==> src/rtl/fsm_calibration_multi.sv <==
// fsm_calibration_multi: multi-channel calibration trigger sequencer.
// The sequencer arms on a start edge, waits for the frame-grabber edge and a fixed
// open delay, and then waits for a phase edge and a phase shift. It then fires NUM_CH
// delayed pulses, and this repeats for repeat_count phase edges.
// Build macro FSM_CALIB_TIMEOUT_EN: when defined, the WAIT_FG and WAIT_PHASE states are
// bounded to WAIT_TIMEOUT cycles and fall into TIMEOUT. When undefined, both waits are
// unbounded and timeout_err stays 0.
module fsm_calibration_multi #(
  parameter int unsigned NUM_CH       = 4,
  parameter int unsigned CW           = 32,
  parameter int unsigned DW           = 16,
  parameter int unsigned FG_DELAY     = 1_800_000,
  parameter int unsigned PHASE_SHIFT  = 140,
  parameter int unsigned WAIT_TIMEOUT = 50_000_000
) (
  input  logic                 clock,
  input  logic                 reset_signal,
  input  logic                 start_signal,
  input  logic                 fg_signal,
  input  logic                 phase_signal,
  input  logic                 abort_signal,
  input  logic [7:0]           repeat_count,
  input  logic [NUM_CH*DW-1:0] ch_delay,
  input  logic [NUM_CH*DW-1:0] ch_len,
  output logic [NUM_CH-1:0]    output_trigger,
  output logic [2:0]           scenario_state,
  output logic [CW-1:0]        counter_out,
  output logic                 busy,
  output logic                 done,
  output logic                 timeout_err
);

  localparam int unsigned WW = DW + 1;
  localparam int unsigned MW = (CW > WW) ? CW : WW;
  localparam int unsigned BW = 8;

`ifdef FSM_CALIB_TIMEOUT_EN
  localparam logic TIMEOUT_ON = 1'b1;
`else
  localparam logic TIMEOUT_ON = 1'b0;
`endif

  localparam logic [CW-1:0] FG_LAST = CW'(FG_DELAY - 1);
  localparam logic [CW-1:0] PS_LAST = CW'(PHASE_SHIFT - 1);
  localparam logic [CW-1:0] WT_LAST = CW'(WAIT_TIMEOUT - 1);

  typedef enum logic [2:0] {
    S_IDLE        = 3'd0,
    S_WAIT_FG     = 3'd1,
    S_FG_OPEN     = 3'd2,
    S_WAIT_PHASE  = 3'd3,
    S_PHASE_DELAY = 3'd4,
    S_FIRE        = 3'd5,
    S_TIMEOUT     = 3'd6
  } state_t;

  // bit 0 = start, bit 1 = fg, bit 2 = phase
  logic [2:0] sync1, sync2, prev, edge_q;

  state_t             state, state_n;
  logic [CW-1:0]      cnt, cnt_n, cnt_inc;
  logic [BW-1:0]      bursts, bursts_n;
  logic [NUM_CH*DW-1:0] lat_delay, lat_len;
  logic [WW-1:0]      window, win_c, sum_c;
  logic [NUM_CH-1:0]  trig, trig_n;
  logic               busy_q, done_q, done_n, tmo_q, tmo_n, latch;
  logic               start_ev, fg_ev, phase_ev, fire_last;

  assign start_ev = edge_q[0];
  assign fg_ev    = edge_q[1];
  assign phase_ev = edge_q[2];

  // Two-stage synchronizers followed by a registered rising-edge detector
  always_ff @(posedge clock) begin
    if (reset_signal) begin
      sync1  <= '0;
      sync2  <= '0;
      prev   <= '0;
      edge_q <= '0;
    end else begin
      sync1  <= {phase_signal, fg_signal, start_signal};
      sync2  <= sync1;
      prev   <= sync2;
      edge_q <= sync2 & ~prev;
    end
  end

  // The FIRE window is the latest end point over all channels, from the live inputs
  always_comb begin
    win_c = '0;
    sum_c = '0;
    for (int i = 0; i < int'(NUM_CH); i++) begin
      sum_c = WW'(ch_delay[i*DW +: DW]) + WW'(ch_len[i*DW +: DW]);
      if (sum_c > win_c) win_c = sum_c;
    end
  end

  assign cnt_inc   = (cnt == {CW{1'b1}}) ? cnt : cnt + CW'(1);
  assign fire_last = (window == '0) || ((MW'(cnt) + MW'(1)) == MW'(window));

  // Next-state, counter, burst and status decode
  always_comb begin
    state_n  = state;
    cnt_n    = cnt;
    bursts_n = bursts;
    done_n   = 1'b0;
    tmo_n    = tmo_q;
    latch    = 1'b0;
    unique case (state)
      S_IDLE: begin
        cnt_n = '0;
        if (start_ev && !abort_signal) begin
          state_n  = S_WAIT_FG;
          latch    = 1'b1;
          bursts_n = (repeat_count == 8'd0) ? 8'd1 : repeat_count;
          tmo_n    = 1'b0;
        end
      end
      S_WAIT_FG: begin
        if (fg_ev) begin
          state_n = S_FG_OPEN;
          cnt_n   = '0;
        end else if (TIMEOUT_ON && (cnt == WT_LAST)) begin
          state_n = S_TIMEOUT;
          cnt_n   = '0;
          tmo_n   = 1'b1;
        end else begin
          cnt_n = TIMEOUT_ON ? cnt_inc : '0;
        end
      end
      S_FG_OPEN: begin
        if (cnt == FG_LAST) begin
          state_n = S_WAIT_PHASE;
          cnt_n   = '0;
        end else begin
          cnt_n = cnt_inc;
        end
      end
      S_WAIT_PHASE: begin
        if (phase_ev) begin
          state_n = S_PHASE_DELAY;
          cnt_n   = '0;
        end else if (TIMEOUT_ON && (cnt == WT_LAST)) begin
          state_n = S_TIMEOUT;
          cnt_n   = '0;
          tmo_n   = 1'b1;
        end else begin
          cnt_n = TIMEOUT_ON ? cnt_inc : '0;
        end
      end
      S_PHASE_DELAY: begin
        if (cnt == PS_LAST) begin
          state_n = S_FIRE;
          cnt_n   = '0;
        end else begin
          cnt_n = cnt_inc;
        end
      end
      S_FIRE: begin
        if (fire_last) begin
          cnt_n = '0;
          if (bursts > 8'd1) begin
            state_n  = S_WAIT_PHASE;
            bursts_n = bursts - 8'd1;
          end else begin
            state_n  = S_IDLE;
            bursts_n = '0;
            done_n   = 1'b1;
          end
        end else begin
          cnt_n = cnt_inc;
        end
      end
      S_TIMEOUT: begin
        state_n = S_IDLE;
        cnt_n   = '0;
      end
      default: begin
        state_n = S_IDLE;
        cnt_n   = '0;
      end
    endcase
    // Abort wins over every transition out of a non-idle state
    if (abort_signal && (state != S_IDLE)) begin
      state_n  = S_IDLE;
      cnt_n    = '0;
      bursts_n = '0;
      done_n   = 1'b0;
    end
  end

  // Trigger levels for the next cycle so that they line up with the state and counter
  always_comb begin
    trig_n = '0;
    for (int i = 0; i < int'(NUM_CH); i++) begin
      trig_n[i] = (state_n == S_FIRE)
               && (MW'(cnt_n) >= MW'(lat_delay[i*DW +: DW]))
               && (MW'(cnt_n) < (MW'(lat_delay[i*DW +: DW]) + MW'(lat_len[i*DW +: DW])));
    end
  end

  // State register
  always_ff @(posedge clock) begin
    if (reset_signal) state <= S_IDLE;
    else              state <= state_n;
  end

  // Counter, burst bookkeeping, latched configuration and registered outputs
  always_ff @(posedge clock) begin
    if (reset_signal) begin
      cnt       <= '0;
      bursts    <= '0;
      lat_delay <= '0;
      lat_len   <= '0;
      window    <= '0;
      trig      <= '0;
      busy_q    <= 1'b0;
      done_q    <= 1'b0;
      tmo_q     <= 1'b0;
    end else begin
      cnt    <= cnt_n;
      bursts <= bursts_n;
      if (latch) begin
        lat_delay <= ch_delay;
        lat_len   <= ch_len;
        window    <= win_c;
      end
      trig   <= trig_n;
      busy_q <= (state_n != S_IDLE);
      done_q <= done_n;
      tmo_q  <= tmo_n;
    end
  end

  assign output_trigger = trig;
  assign scenario_state = state;
  assign counter_out    = cnt;
  assign busy           = busy_q;
  assign done           = done_q;
  assign timeout_err    = tmo_q;

endmodule

==> config.mk <==
export PLATFORM = sky130hd
export DESIGN_NAME = fsm_calibration_multi
export DESIGN_NICKNAME = d
export VERILOG_FILES = /design/src/rtl/fsm_calibration_multi.sv
export SDC_FILE = /design/constraint.sdc
export NUM_CORES = 1
export LEC_CHECK = 0
export CORE_UTILIZATION = 35
export CTS_BUF_LIST = sky130_fd_sc_hd__clkbuf_8
export CTS_CLUSTER_DIAMETER = 100
export DETAILED_ROUTE_END_ITERATION = 8
export GPL_TIMING_DRIVEN = 0
export PLACE_DENSITY = 0.52
export SLEW_MARGIN = 5
export SYNTH_ARGS = -nofsm -noshare
export SYNTH_HDL_FRONTEND = slang
export SYNTH_SLANG_ARGS = --single-unit
==> constraint.sdc <==
create_clock -name clock -period 15.6 [get_ports clock]
set_input_delay 2.34 -clock clock [delete_from_list [all_inputs] [get_ports clock]]
set_output_delay 2.34 -clock clock [all_outputs]
set_load 0.02 [all_outputs]
==> impl_metrics.env <==
export IMPL_grt_max_degree=12
export IMPL_avgSynthCellArea_um2=7.84
export IMPL_whs_path_depth=1
export IMPL_antenna_left=0
export IMPL_worstPathArrival_ps=12280
export IMPL_switching_power_mw=0.643
export IMPL_power_density_nw_per_um2=79.4
export IMPL_final_cell_mix="338 x nand2_1, 310 x ha_1, 269 x a21oi_1"
export IMPL_drv_slew=0
export IMPL_worstHoldStart="prev[2]$_SDFF_PP0_"
export IMPL_rrSetupSlack_ps=7970
export IMPL_setup_tns_ps=0
export IMPL_wl_per_cell_um=20.0
export IMPL_synth_fp_nets=2824
export IMPL_multi_input_area_um2=13600
export IMPL_grt_pass1_wl_um=101000
export IMPL_regArea_um2=4120
export IMPL_cp_required_ps=16120
export IMPL_grt_overflow_total=0
export IMPL_p_int_mw=1.13
export IMPL_cts_sinks=206
export IMPL_nets=3062
export IMPL_fp_dieArea_um2=53900
export IMPL_core_um2=51800
export IMPL_antenna_cells=0
export IMPL_r2r_start="counter_out[0]$_SDFF_PP0_"
export IMPL_fillers=5300
export IMPL_ios=184
export IMPL_drc=0
export IMPL_hold_buffers=0
export IMPL_tightest_slew_ps=1200
export IMPL_place_gp_congestion=0.931
export IMPL_dr_total_vias=17900
export IMPL_die_x_um=232
export IMPL_setup_violations=0
export IMPL_track_usage_pct=24.4
export IMPL_cts_reportedPaths_clkPinSlew_ps=60
export IMPL_die_y_um=232
export IMPL_slew_headroom_pct=20.1
export IMPL_drt_total_wl_um=66400
export IMPL_cts_repair_resized=0
export IMPL_post_route_period_util_pct=75.4
export IMPL_clkPwrFrac_pct=33.6
export IMPL_areaGrowthSynthToFinish_pct=20.2
export IMPL_reg2reg_to="output_trigger[2]$_SDFF_PP0_"
export IMPL_cp_end_kind="flop"
export IMPL_row_count=83
export IMPL_synth_edf_count=0
export IMPL_drive_gt1_share_pct=5.32
export IMPL_min_period_ps=11760
export IMPL_ys_ff_latch=206
export IMPL_synthArstFlopShare_pct=0
export IMPL_antenna_found_initial=2
export IMPL_design_power_total_mw=1.77
export IMPL_ys_seq_area_share_pct=22.3
export IMPL_portBuffers=182
export IMPL_rsz0062_at_grt="false"
export IMPL_seqPwrFrac_pct=30.5
export IMPL_synth_cell_type_count=80
export IMPL_ys_warnings_count=0
export IMPL_layout_commonest_cell="nand2_1"
export IMPL_synth_flop_cell="dfxtp_1"
export IMPL_slowest_delay_ps=580
export IMPL_numCtsBuffers=41
export IMPL_dpl_hpwl_um=54500
export IMPL_cts_root_buf="clkbuf_8"
export IMPL_cts_tree="built"
export IMPL_p_sw_share_pct=36.4
export IMPL_worstSkewPairLatency_ps=610
export IMPL_criticalPathCategory="in -> reg"
export IMPL_dr_pass1_iters=5
export IMPL_crit_path_frequent_cell="a21o_1"
export IMPL_hold_end="edge_q[2]$_SDFF_PP0_"
export IMPL_maxCapViolCount=0
export IMPL_outcome="completed"
export IMPL_p_leak_nw=9.14
export IMPL_max_clock_freq_mhz=85.1
export IMPL_synth_area_um2=18500
export IMPL_max_vdd_ir_drop_mv=0.0524
export IMPL_synthesis_instances=2364
export IMPL_comb_power_share_pct=36.0
export IMPL_hold_path_class="reg -> reg"
export IMPL_cp_slowest_cell="buf_1"
export IMPL_via_per_inst=5.42
export IMPL_htreeDepth=2
export IMPL_r2r_cells=22
export IMPL_hold_viol=0
export IMPL_startpoint_type="input pin"
export IMPL_initial_core_util_pct=35.8
export IMPL_worstPathMaxFanout=10
export IMPL_first_iter_violations=1003
export IMPL_grt_pass1_vias=17700
export IMPL_post_cts_buffers=0
export IMPL_fin_skew_ps=31.0
export IMPL_clockBufferDepth=3
[per-layer routing]
layer	global-route usage (%)	up-vias	share of wire, %
li1	-	8940	-
met1	32.1	8398	46
met2	41.0	474	46
met3	3.09	118	4.9
met4	8.18	4	3.1
met5	0	-	0.042
[through the flow]
| step | cells | hold WS (ps) | setup slack [ps] | util [%] | area (µm²) |
|---|---|---|---|---|---|
| 2_1_floorplan | 2364 | 367 | 5590 | - | 18500 |
| 6_report | 3311 | 383 | 3840 | 43.0 | 22300 |
| 5_1_grt | 3311 | 391 | 3300 | 43.0 | 22300 |
| 4_1_cts | 3311 | 387 | 3700 | 43.0 | 22300 |
| 3_3_place_gp | 3226 | 374 | 3040 | 40.9 | 21200 |
| 3_5_place_dp | 3239 | 378 | 3120 | 41.3 | 21400 |
[power by group through the flow]
stage               clock network (mW)  registers (mW)  logic [mW]
global route                     0.634           0.540       0.697
finish                           0.594           0.539       0.637
CTS                              0.611           0.539       0.629
detailed placement                   0           0.550       0.623
global placement                     0           0.550       0.613
floorplan                            0           0.548       0.411
[state kept, by name, indices dropped and copies added (netlist names), 3 cells and up]
register / count
sync1: 3
edge_q: 3
counter_out: 32
window: 17
lat_delay: 64
output_trigger: 4
prev: 3
scenario_state: 3
sync2: 3
lat_len: 64
bursts: 8
[layout make-up]
cell class | count | area share, %
tap | 680 | 3.82
timing repair buffer | 195 | 8.85
multi-input combinational | 1940 | 61.1
clock inverter | 23 | 0.848
inverter | 126 | 2.12
sequential | 206 | 18.5
clock buffer | 49 | 3.03
buffer | 92 | 1.70
[worst max-delay path, delay by kind of cell]
family	cells	cell delay, ps
XOR/XNOR	1	180
multiplexers	1	530
buffers and inverters	7	2520
AO/OA/AOI/OAI	21	4640
AND/OR/NAND/NOR	2	400
adder cells (fa/ha/maj)	5	1650
[cell usage after synthesis, types with 16 or more instances]
master	instances	area (µm²)
a211oi_1	27	203
a21o_1	77	578
a21oi_1	282	1410
a31oi_1	26	163
and2_1	16	100
clkbuf_1	72	270
dfxtp_1	206	4120
ha_1	310	3880
inv_1	126	473
mux2i_1	18	180
nand2_1	338	1270
nand2b_1	33	206
nand3_1	34	170
nand4_1	36	225
nor2_1	125	469
nor2b_1	48	300
nor3_1	54	270
nor4_1	17	106
o21a_1	29	218
o21ai_0	80	400
o21bai_1	25	188
o31ai_1	21	158
xnor2_1	99	867
xor2_1	52	455
[worst max-delay path by stage]
stage	startpoint	end	depth (start not counted)
after floorplan	ch_delay[0]	window[2]$_SDFFE_PP0P_	37
after global placement	ch_len[0]	window[12]$_SDFFE_PP0P_	36
after detailed placement	ch_len[0]	window[10]$_SDFFE_PP0P_	36
after CTS	ch_len[0]	window[8]$_SDFFE_PP0P_	36
after global routing	ch_len[16]	window[9]$_SDFFE_PP0P_	37
final	ch_len[0]	window[10]$_SDFFE_PP0P_	37
[kinds of logic (layout without fill, tap and decap cells)]
group           Yosys count  after routing  share of synthesized area [%]
simple gates            780            780                           20.0
other cells               1              1                         0.0202
compound gates          664            664                           22.6
xor+xnor                154            154                           7.50
flops                   206            206                           22.3
fa+ha+maj               318            318                           21.8
buf+inv                 218            485                           4.60
mux                      23             23                           1.28
(Power assumes the default switching activity.)
